<file path="config.mk">
export PLATFORM = sky130hd
export DESIGN_NAME = updown_auto_player_flat
export DESIGN_NICKNAME = d
export VERILOG_FILES = /design/src/rtl/updown_auto_player_if.sv /design/src/rtl/updown_auto_player.sv /design/src/flat_wrapper.sv
export SDC_FILE = /design/constraint.sdc
export NUM_CORES = 1
export LEC_CHECK = 0
export ABC_AREA = 1
export CAP_MARGIN = 10
export CORE_UTILIZATION = 40
export DETAILED_ROUTE_END_ITERATION = 8
export PLACE_DENSITY = 0.57
export SETUP_SLACK_MARGIN = 0.15
export SKIP_CTS_REPAIR_TIMING = 1
export SYNTH_ARGS = -nofsm -noshare
export SYNTH_HDL_FRONTEND = slang
export SYNTH_SLANG_ARGS = --single-unit
</file>
<file path="constraint.sdc">
create_clock -name clk -period 5.9 [get_ports clk]
set_input_delay 1.18 -clock clk [delete_from_list [all_inputs] [get_ports clk]]
set_output_delay 1.18 -clock clk [all_outputs]
set_load 0.01 [all_outputs]
</file>
<file path="src/rtl/updown_auto_player_if.sv">
// Guess/feedback bundle between the auto player (master) and the game core or bench (slave).
// Pure wiring: no storage and no flow control.
`timescale 1ns/1ps
interface updown_auto_player_if;
    logic       start;
    logic [6:0] seg_display;
    logic       guess_trigger;
    logic [6:0] user_input;
    logic       busy;
    logic       done;
    logic       found;
    logic [3:0] guess_count;

    modport master (
        input  start, seg_display,
        output guess_trigger, user_input, busy, done, found, guess_count
    );

    modport slave (
        output start, seg_display,
        input  guess_trigger, user_input, busy, done, found, guess_count
    );
endinterface

</file>
<file path="src/rtl/updown_auto_player.sv">
// Binary-search player for the up/down game: one guess per RESP_WAIT+2 cycles, done one cycle after the deciding sample.
// No backpressure: start is honoured only in IDLE; unrecognised feedback is retried until the timeout runs out.
`timescale 1ns/1ps
module updown_auto_player #(
    parameter int         RESP_WAIT = 2,
    parameter int         TIMEOUT   = 16,
    parameter logic [6:0] SEG_UP    = 7'b0111110,
    parameter logic [6:0] SEG_DOWN  = 7'b1011110,
    parameter logic [6:0] SEG_HIT   = 7'b0111111
) (
    input  logic                        clk,
    input  logic                        reset,
    updown_auto_player_if.master        bus
);

    localparam logic [3:0] WAIT_LD = 4'(RESP_WAIT);
    localparam logic [7:0] TMO_LD  = 8'(TIMEOUT);

    typedef enum logic [2:0] {
        S_IDLE,
        S_DRIVE,
        S_WAIT,
        S_SAMPLE,
        S_FINISH
    } state_t;

    state_t     state_q;
    logic [6:0] lo_q, hi_q;
    logic [6:0] user_input_q;
    logic       trig_q, busy_q, done_q, found_q;
    logic [3:0] count_q;
    logic [3:0] wait_q;
    logic [7:0] tmo_q;

    logic [6:0] lo_d, hi_d, mid_d;
    logic [7:0] sum_d;
    logic [3:0] count_d;
    logic       is_up, is_down, is_hit;

    assign is_up   = (bus.seg_display == SEG_UP);
    assign is_down = (bus.seg_display == SEG_DOWN);
    assign is_hit  = (bus.seg_display == SEG_HIT);

    // Bounds the next guess is taken from; the guess register is loaded on entry to DRIVE
    // so the trigger and its value are visible in the DRIVE cycle itself.
    always_comb begin
        lo_d = lo_q;
        hi_d = hi_q;
        if (state_q == S_IDLE) begin
            lo_d = 7'd0;
            hi_d = 7'd127;
        end else if (is_up) begin
            lo_d = user_input_q + 7'd1;
        end else if (is_down) begin
            hi_d = user_input_q - 7'd1;
        end
        sum_d   = {1'b0, lo_d} + {1'b0, hi_d};
        mid_d   = 7'(sum_d >> 1);
        count_d = (count_q == 4'd15) ? 4'd15 : count_q + 4'd1;
    end

    always_ff @(posedge clk or negedge reset) begin
        if (!reset) begin
            state_q      <= S_IDLE;
            lo_q         <= 7'd0;
            hi_q         <= 7'd127;
            user_input_q <= 7'd0;
            trig_q       <= 1'b0;
            busy_q       <= 1'b0;
            done_q       <= 1'b0;
            found_q      <= 1'b0;
            count_q      <= 4'd0;
            wait_q       <= 4'd0;
            tmo_q        <= 8'd0;
        end else begin
            trig_q <= 1'b0;
            done_q <= 1'b0;
            case (state_q)
                S_IDLE: begin
                    if (bus.start) begin
                        lo_q         <= lo_d;
                        hi_q         <= hi_d;
                        found_q      <= 1'b0;
                        count_q      <= 4'd1;
                        user_input_q <= mid_d;
                        trig_q       <= 1'b1;
                        busy_q       <= 1'b1;
                        state_q      <= S_DRIVE;
                    end
                end
                S_DRIVE: begin
                    wait_q  <= WAIT_LD;
                    state_q <= S_WAIT;
                end
                S_WAIT: begin
                    if (wait_q <= 4'd1) begin
                        tmo_q   <= TMO_LD;
                        state_q <= S_SAMPLE;
                    end else begin
                        wait_q <= wait_q - 4'd1;
                    end
                end
                S_SAMPLE: begin
                    if (is_hit) begin
                        found_q <= 1'b1;
                        done_q  <= 1'b1;
                        state_q <= S_FINISH;
                    end else if (is_up) begin
                        if (user_input_q == 7'd127 || user_input_q == hi_q) begin
                            done_q  <= 1'b1;
                            state_q <= S_FINISH;
                        end else begin
                            lo_q         <= lo_d;
                            user_input_q <= mid_d;
                            trig_q       <= 1'b1;
                            count_q      <= count_d;
                            state_q      <= S_DRIVE;
                        end
                    end else if (is_down) begin
                        if (user_input_q == 7'd0 || user_input_q == lo_q) begin
                            done_q  <= 1'b1;
                            state_q <= S_FINISH;
                        end else begin
                            hi_q         <= hi_d;
                            user_input_q <= mid_d;
                            trig_q       <= 1'b1;
                            count_q      <= count_d;
                            state_q      <= S_DRIVE;
                        end
                    end else if (tmo_q <= 8'd1) begin
                        // Timeout budget spent: the last unrecognised sample ends the search.
                        done_q  <= 1'b1;
                        state_q <= S_FINISH;
                    end else begin
                        tmo_q <= tmo_q - 8'd1;
                    end
                end
                S_FINISH: begin
                    busy_q  <= 1'b0;
                    state_q <= S_IDLE;
                end
                default: begin
                    busy_q  <= 1'b0;
                    state_q <= S_IDLE;
                end
            endcase
        end
    end

    assign bus.guess_trigger = trig_q;
    assign bus.user_input    = user_input_q;
    assign bus.busy          = busy_q;
    assign bus.done          = done_q;
    assign bus.found         = found_q;
    assign bus.guess_count   = count_q;

endmodule

</file>
<file path="src/flat_wrapper.sv">
// flat-port wrapper written by rule: the top's interface ports become plain ports
module updown_auto_player_flat 
#(
    parameter int         RESP_WAIT = 2,
    parameter int         TIMEOUT   = 16,
    parameter logic [6:0] SEG_UP    = 7'b0111110,
    parameter logic [6:0] SEG_DOWN  = 7'b1011110,
    parameter logic [6:0] SEG_HIT   = 7'b0111111
)
  (clk, reset, bus_start, bus_seg_display, bus_guess_trigger, bus_user_input, bus_busy, bus_done, bus_found, bus_guess_count);
  updown_auto_player_if bus_i ();
  input  logic clk;
  input  logic reset;
  input wire logic [$bits(bus_i.start)-1:0] bus_start;
  input wire logic [$bits(bus_i.seg_display)-1:0] bus_seg_display;
  output wire logic [$bits(bus_i.guess_trigger)-1:0] bus_guess_trigger;
  output wire logic [$bits(bus_i.user_input)-1:0] bus_user_input;
  output wire logic [$bits(bus_i.busy)-1:0] bus_busy;
  output wire logic [$bits(bus_i.done)-1:0] bus_done;
  output wire logic [$bits(bus_i.found)-1:0] bus_found;
  output wire logic [$bits(bus_i.guess_count)-1:0] bus_guess_count;
  assign bus_i.start = bus_start;
  assign bus_i.seg_display = bus_seg_display;
  assign bus_guess_trigger = bus_i.guess_trigger;
  assign bus_user_input = bus_i.user_input;
  assign bus_busy = bus_i.busy;
  assign bus_done = bus_i.done;
  assign bus_found = bus_i.found;
  assign bus_guess_count = bus_i.guess_count;
  updown_auto_player #(.RESP_WAIT(RESP_WAIT), .TIMEOUT(TIMEOUT), .SEG_UP(SEG_UP), .SEG_DOWN(SEG_DOWN), .SEG_HIT(SEG_HIT)) u_core (.clk(clk), .reset(reset), .bus(bus_i));
endmodule
</file>
==> reports/metrics.yaml, run 1 <==
run_status: "finished, final reports clean"
cp_slowest_cell: "nor2_1"
crit_fanout: 13
fin_skew_ps: 7.544
total_power_w: 0.002030
io_pins: 25
wl_um: 7339
num_antenna_cells: 0
synth_area_leaders: "dfrtp_1 (29%), nand2_1 (15%), nor2_1 (5.9%), dfstp_2 (5.8%), inv_1 (5.7%)"
syn-cell-area_sq_um: 3188
fp.dieH_um: 91.28
reg2reg_from: "u_core.bus.user_input[0]"
peakVddDrop_uv: 247.5
grt_pass1_wl_um: 12830
leakage_nw: 1.746
final_hold_viol_count: 0
final.period_utilization_pct: 66.67
final_antenna_net_count: 0
dr.pass1.iters: 4
wire_per_inst_um: 12.99
ys_types: 41
crit_path_frequent_cell: "nand2_1"
rows: 32
htreeDepth: 2
root_buffer: "clkbuf_8"
max_stage_delay_ps: 710
critical_path_arrival_ps: 4140
hold_path_class: "flop to flop"
cap_violations: 0
vias_per_cell: 4.890
fmax_mhz: 254.2
ys_seq_area_share_pct: 34.81
avgSynthCellArea_sq_um: 7.229
yosysMostFrequentCell: "nand2_1"
cts_buffer_depth: 2
rr_endpoint: "u_core.bus.user_input[5]"
initial_utilization_pct: 41.26
yosys-top-cells-count: "nand2_1 (128), nor2_1 (50), inv_1 (48)"
core_area_sq_um: 7727
post-route-util_pct: 46.02
yosys_warnings: 0
r2r_slack_ps: 3040
grt_antenna_before_repair: 0
slew_headroom_pct: 32.28
fp.dieW_um: 91.28
slew_violations: 0
crit_chain: "clkdlybuf4s50_1 -> inv_1 -> nor2_1 -> nand2_1 -> nor2_1 -> nand2_1 -> nand2_1 -> nand2_1 -> fa_1 -> o21ai_0 -> nand2_1 -> nand2_1 -> a21oi_1 -> xor2_1 -> nand2_1 -> nand2_1"
end_kind: "flop"
grt_util_met2_pct: 33.46
fin_nets: 487
synth_ff_type: "dfrtp_1"
grt_pass1_vias: 2696
cts_inserted_buffers: 5
clk-insertion-delay-late_ps: 310
grtUsageMet1_pct: 24.78
async_reset_ff_share_pct: 100.0
syn_nets: 466
gp_congestion: 0.8843
grt_start_max_net_pins: 45
worstPathRequired_ps: 6100
grt_overflow_total: 0
track_usage_pct: 19.34
first_iter_violations: 118
portBuffers: 24
rsz0062_at_grt: "no"
drcViolationCount: 0
min_path_cells: 1
r2r_cells: 13
synth_top_cell_by_area: "dfrtp_1"
setup_tns_ps: 0
post-route-min-period_ps: 3934
die-area_sq_um: 8331
layout-drive-gt1-share_pct: 10.15
finalSetupViolCount: 0
cts_tree: "yes"
clk_pin_slew_worst_paths_ps: 90
power.density_nw_per_um2: 570.8
fin_hold_ws_ps: 500.8
holdPathEnd: "u_core.bus.busy"
hold_start: "u_core.bus.busy"
netlist_instances: 441
tightest_slew_ps: 1016
area_growth_pct: 11.54
vias: 2763
ys_ff_latch: 44
cts_sinks: 44
dp_hpwl_um: 5503
synth_top_area_share_pct: 29.04
met3_usage_pct: 2.596
fillers: 813
cp-start-kind: "primary input"
grt_busiest_layer: "met2"
synth-edff-count: 0
crit_type: "primary input to flop"
[layer usage]
metal / share of wire [%] / vias to the layer above
met5: 0 / -
li1: - / 1457
met4: 1.8 / 0
met2: 47 / 29
met1: 49 / 1267
met3: 1.7 / 10
[kinds of logic after synthesis]
logic type	count (synthesis)	share of synthesized area (%)
buf+inv	65	9.066
flops	44	34.81
xor+xnor	24	6.593
compound gates	64	12.09
simple gates	229	31.32
fa+ha+maj	15	6.123
[worst max-delay path, delay by kind of cell]
family	cells	cell delay (ps)
AO/OA/AOI/OAI	2	350
XOR/XNOR	1	140
AND/OR/NAND/NOR	10	1540
buffers and inverters	2	510
adder cells (fa/ha/maj)	1	410
[state kept, by name, indices dropped and copies added, names as in the netlist]
name and cells:
u_core.tmo_q 8, u_core.bus.done 1, u_core.bus.busy 1, u_core.bus.guess_count 4, u_core.state_q 3, u_core.bus.user_input 7, u_core.bus.found 1, u_core.wait_q 4
u_core.hi_q 7, u_core.lo_q 7, u_core.bus.guess_trigger 1
[final cells by class]
class	count	area [sq um]	area share [%]
tap	102	127.6	3.589
multi-input combinational	332	1789	50.32
clock inverter	3	18.77	0.5278
clock buffer	5	68.82	1.935
timing repair buffer	24	235.2	6.615
sequential	44	1110	31.21
inverter	55	206.4	5.806
[how the worst max path moves through the flow]
| stage | from | to | slack, ps | cells past startpoint |
|---|---|---|---|---|
| final | bus_seg_display[4] | u_core.bus.user_input[5] | 1970 | 16 |
| after detailed placement | bus_seg_display[4] | u_core.bus.user_input[5] | 1670 | 16 |
| after CTS | bus_seg_display[4] | u_core.bus.user_input[5] | 1970 | 16 |
| after global placement | bus_seg_display[4] | u_core.bus.user_input[5] | 1750 | 16 |
| after floorplan | bus_seg_display[0] | u_core.bus.user_input[5] | 2690 | 17 |
| after global routing | bus_seg_display[4] | u_core.bus.user_input[5] | 1600 | 16 |
[power breakdown]
part / switching, W / total (W) / internal [W]
Combinational: 0.000741 / 0.00121 / 0.000472
Clock: 0.000115 / 0.000198 / 0.0000828
Sequential: 0.000165 / 0.000619 / 0.000454
[through the flow]
step	setup WS, ps	cells	area, sq um
6_report	1966	565	3556
4_1_cts	1973	565	3556
2_1_floorplan	2693	441	3188
3_5_place_dp	1666	557	3468
3_3_place_gp	1750	557	3468
5_1_grt	1605	565	3556
[cell usage in the layout, fill, tap and decap left out, types with 2 or more instances in the layout]
cell,count
nand2_1,128
nor2_1,50
inv_1,48
dfrtp_1,37
o21ai_0,23
clkdlybuf4s50_1,23
nand3_1,21
xor2_1,14
ha_1,14
o21ai_1,11
xnor2_1,10
a21oi_1,9
nand4_1,8
inv_2,7
o21ai_2,7
dfstp_2,7
nor2_2,5
nor3_1,5
clkbuf_8,5
nand2_2,4
o211ai_1,4
or2_2,2
o221ai_1,2
clkinv_2,2
(Power assumes the default switching activity.)
==> run 2, diff against run 1 <==
==> constraint.sdc (replaced) <==
create_clock -name clk -period 4.1 [get_ports clk]
set_input_delay 0.82 -clock clk [delete_from_list [all_inputs] [get_ports clk]]
set_output_delay 0.82 -clock clk [all_outputs]
set_load 0.01 [all_outputs]
==> run 2 against run 1 <==
Compared with the run above:
- count of clock-buffer cells in the layout is 1 higher
- power up 48%
- final cell count grew 0.18%
- register-to-register slack worse by 1800 ps
- non-clock buffer count grew 1
- utilization is 0.53 points higher
- wire length fell by 0.48%
- clock power increased by 81%
- critical path depth unchanged
- sequential power grew 43%
- sequential share of layout area down 0.36 points
- combinational power is 45% higher
- critical endpoint unchanged
==> reports/metrics.yaml, run 2 (synthesized netlist as in run 1, its figures left out) <==
run_status: "finished, final reports clean"
p_sw_w: 0.001466
num_antenna_cells: 0
final_antenna_net_count: 0
initial_utilization_pct: 41.26
cap_violations: 0
vias: 2807
fin_skew_ps: 6.905
worstPathRequired_ps: 4290
grt_start_max_net_pins: 45
clk_pin_slew_worst_paths_ps: 90
vias_per_cell: 4.959
dpl.cell_count: 558
power.internal_w: 0.001535
io_pins: 25
final.period_utilization_pct: 82.33
crit_fanout: 11
layout-drive-gt1-share_pct: 10.34
comb_power_share_pct: 58.5
final_cells: 566
fp.dieW_um: 91.28
slew_headroom_pct: 31.22
cp-start-kind: "primary input"
hold_path_class: "flop to flop"
p_sw_share_pct: 48.84
die-area_sq_um: 8331
cts_buffer_depth: 2
setup_tns_ps: 0
cts_tree: "yes"
grt_pass1_wl_um: 13250
leakage_nw: 1.765
power_frac_clock_pct: 12.0
cts_sinks: 44
dr.pass1.iters: 4
ff_latch_area_sq_um: 1110
root_buffer: "clkbuf_8"
post-route-util_pct: 46.55
portBuffers: 24
finalSetupViolCount: 0
total_power_w: 0.003001
fillers: 765
multi_input_area_sq_um: 1789
first_iter_violations: 124
slew_violations: 0
fin_nets: 488
tightest_slew_ps: 1032
final_hold_viol_count: 0
grt_antenna_before_repair: 0
cts_inserted_buffers: 5
fp.dieH_um: 91.28
core_area_sq_um: 7727
wire_per_inst_um: 12.90
rows: 32
grt_overflow_total: 0
wl_um: 7304
fin_hold_ws_ps: 498.3
drcViolationCount: 0
power.density_nw_per_um2: 834.3
largest_reg_flops: 8
dp_hpwl_um: 5411
post-route-min-period_ps: 3376
peakVddDrop_uv: 342.0
layout_common_cells: "nand2_1 (128), nor2_1 (50), inv_1 (48), dfrtp_1 (37)"
area_growth_pct: 12.83
regMostFlops: "u_core.tmo_q"
rsz0062_at_grt: "no"
crit_type: "primary input to flop"
fmax_mhz: 296.2
grt_pass1_vias: 2866
final_common_cell: "nand2_1"
pwr-share-seq_pct: 29.5
track_usage_pct: 19.75
gp_congestion: 0.8462
critical_path_arrival_ps: 3570
clk-insertion-delay-late_ps: 300
htreeDepth: 2
end_kind: "flop"
[run 2: final timing paths]
check	end	cells after the start	slack, ps	startpoint
min in group asynchronous	u_core.lo_q[4]	1	670	reset
max reg2reg	u_core.bus.user_input[5]	13	1230	u_core.bus.user_input[0]
min	u_core.tmo_q[0]	1	500	u_core.tmo_q[0]
min reg2reg	u_core.tmo_q[0]	1	500	u_core.tmo_q[0]
max	u_core.bus.user_input[5]	16	720	bus_seg_display[3]
max in group asynchronous	u_core.wait_q[2]	1	2760	reset
[run 2: final cells by class]
| class | count | area share, % |
|---|---|---|
| clock buffers | 6 | 2.296 |
| clock inverters | 2 | 1.078 |
| inverters | 55 | 5.739 |
| multi-input cells | 332 | 49.74 |
| flip-flops and latches | 44 | 30.85 |
| well taps | 102 | 3.548 |
| repair buffers | 25 | 6.748 |
[run 2: critical path, cell delays in order]
cell and delay (ps):
clkdlybuf4s50_1 480, nand2_1 80, nor2_2 170, nand2_2 150, inv_2 210, nor2_1 60
nor3_1 250, inv_1 130, fa_1 450, o21ai_0 300, nand2_1 90, nand2_1 60
a21oi_1 70, xor2_1 140, nand2_1 60, nand2_1 40
[run 2: power groups by stage]
stage / logic (W) / clock network [W] / registers [W]
final: 0.00176 / 0.000359 / 0.000885
after global placement: 0.00174 / 0 / 0.000889
after detailed placement: 0.00175 / 0 / 0.000896
after CTS: 0.00176 / 0.000372 / 0.000888
after floorplan: 0.00140 / 0 / 0.000838
after global routing: 0.00203 / 0.000384 / 0.000923
[run 2: per-stage QoR]
| step | setup WS [ps] | area [sq um] |
|---|---|---|
| floorplan | 1253 | 3188 |
| global placement | 484.9 | 3476 |
| detailed placement | 425.1 | 3476 |
| CTS | 721.3 | 3597 |
| global route | 431.3 | 3597 |
| finish | 724.3 | 3597 |
[run 2: per-layer routing]
metal | track usage [%] | routed length (um)
met1 | 25.82 | 3443
met2 | 33.02 | 3459
met3 | 2.931 | 237
met4 | 7.407 | 163
met5 | 0 | 0
==> run 3, diff against run 2 <==
==> constraint.sdc (replaced) <==
create_clock -name clk -period 3.3 [get_ports clk]
set_input_delay 0.66 -clock clk [delete_from_list [all_inputs] [get_ports clk]]
set_output_delay 0.66 -clock clk [all_outputs]
set_load 0.01 [all_outputs]
==> run 3 against run 2 <==
Compared with the run above:
- sequential cell count unchanged
- clock skew increased by 15 ps
- final cell count increased by 1.6%
- global-route usage decreased by 0.34 points
- worst hold slack improved by 11 ps
- register-to-register slack got worse by 690 ps
- setup slack got worse by 340 ps
- non-clock buffer count increased by 9
==> reports/metrics.yaml, run 3 (synthesized netlist as in run 1, its figures left out) <==
run_status: "finished, final reports clean"
total_power_w: 0.003658
grt_start_max_net_pins: 45
rsz0062_at_grt: "no"
core_area_sq_um: 7727
multi_input_area_sq_um: 1803
setup_ws_ps: 380.4
root_buffer: "clkbuf_8"
tightest_slew_ps: 1011
wl_um: 7276
track_usage_pct: 19.41
final_antenna_net_count: 0
fin_skew_ps: 21.79
grt_overflow_total: 0
crit_type: "primary input to flop"
regMostFlops: "u_core.tmo_q"
hold_path_class: "flop to flop"
vias_per_cell: 4.927
end_kind: "flop"
leakage_nw: 1.792
final.period_utilization_pct: 88.47
ff_latch_area_sq_um: 1110
r2r_cells: 13
reg2reg_from: "u_core.state_q[1]"
final_hold_viol_count: 0
cp-start-kind: "primary input"
cts_tree: "yes"
grt_pass1_vias: 2711
crit_fanout: 5
largest_reg_flops: 8
post-route-util_pct: 47.13
final_common_cell: "nand2_1"
crit_chain: "clkdlybuf4s50_1 -> nand2_1 -> nor2_2 -> nand2_2 -> buf_4 -> o211ai_1 -> inv_1 -> ha_1 -> a21oi_1 -> o21ai_0 -> nand2_1 -> nand2_1 -> a21oi_1 -> xor2_1 -> nand2_1 -> nand2_1"
gp_congestion: 0.8551
drcViolationCount: 0
peakVddDrop_uv: 441.4
grt_antenna_before_repair: 0
setup_tns_ps: 0
fin_nets: 497
layout_common_cells: "nand2_1 (128), nor2_1 (50), inv_1 (48), dfrtp_1 (37)"
num_antenna_cells: 0
initial_utilization_pct: 41.26
io_pins: 25
fp.dieH_um: 91.28
cts_buffer_depth: 2
htreeDepth: 2
finalSetupViolCount: 0
cts_inserted_buffers: 5
wire_per_inst_um: 12.65
min_path_cells: 1
crit_start: "bus_seg_display[2]"
worstPathRequired_ps: 3550
portBuffers: 24
cap_violations: 0
slew_violations: 0
grt_pass1_wl_um: 12930
post-route-min-period_ps: 2920
fp.dieW_um: 91.28
dp_hpwl_um: 5478
first_iter_violations: 93
fin_hold_ws_ps: 509.2
layout-drive-gt1-share_pct: 12.47
rows: 32
fmax_mhz: 342.5
dr.pass1.iters: 5
critical_path_arrival_ps: 3170
cp_slowest_cell: "clkdlybuf4s50_1"
vias: 2833
holdPathEnd: "u_core.tmo_q[0]"
slew_headroom_pct: 32.61
crit_path_frequent_cell: "nand2_1"
dp_worst_setup_slack_ps: 82.16
max_stage_delay_ps: 490
r2r_slack_ps: 540
rr_endpoint: "u_core.bus.user_input[5]"
fillers: 789
die-area_sq_um: 8331
clk_pin_slew_worst_paths_ps: 90
cts_sinks: 44
clk-insertion-delay-late_ps: 310
power.density_nw_per_um2: 1004
hold_start: "u_core.tmo_q[0]"
area_growth_pct: 14.25
run 3: area by class of cell:
cell class              instances  share of cell area (%)
clock inverters                 2                  0.3435
clock buffers                   6                   1.992
repair buffers                 34                   8.519
flip-flops and latches         44                   30.47
inverters                      55                   5.668
well taps                     102                   3.504
multi-input cells             332                   49.50
run 3: worst max-delay path by stage:
stage,end,cells past startpoint
after detailed placement,u_core.bus.user_input[5],16
final,u_core.bus.user_input[5],16
after global routing,u_core.bus.user_input[5],16
after CTS,u_core.bus.user_input[5],16
after floorplan,u_core.bus.user_input[5],17
after global placement,u_core.bus.user_input[4],18
run 3: metal layers:
metal,wire length [um],global-route usage (%),vias to the layer above
met5,0,0,-
li1,-,-,1464
met3,193,3.266,10
met1,3416,25.38,1318
met2,3532,32.89,41
met4,133,5.688,0
run 3: worst max-delay path, delay by kind of cell:
kind / cells / cell delay [ps]
buffers and inverters: 3 / 740
and+or+nand+nor: 7 / 600
xor gates and xnor gates: 1 / 150
AOI/OAI and AO/OA: 4 / 660
adders and majority gates: 1 / 350
run 3: report_power, final:
part / total, W / internal, W / switching (W) / leakage (nW)
Clock: 0.000348 / 0.000149 / 0.000200 / 0.0412
Sequential: 0.00108 / 0.000812 / 0.000269 / 0.555
Combinational: 0.00223 / 0.000881 / 0.00135 / 1.20
run 3: per-stage QoR:
step,std cells,cell area (sq um)
2_1_floorplan,441,3188
3_3_place_gp,567,3543
3_5_place_dp,567,3543
4_1_cts,575,3628
5_1_grt,575,3642
6_report,575,3642
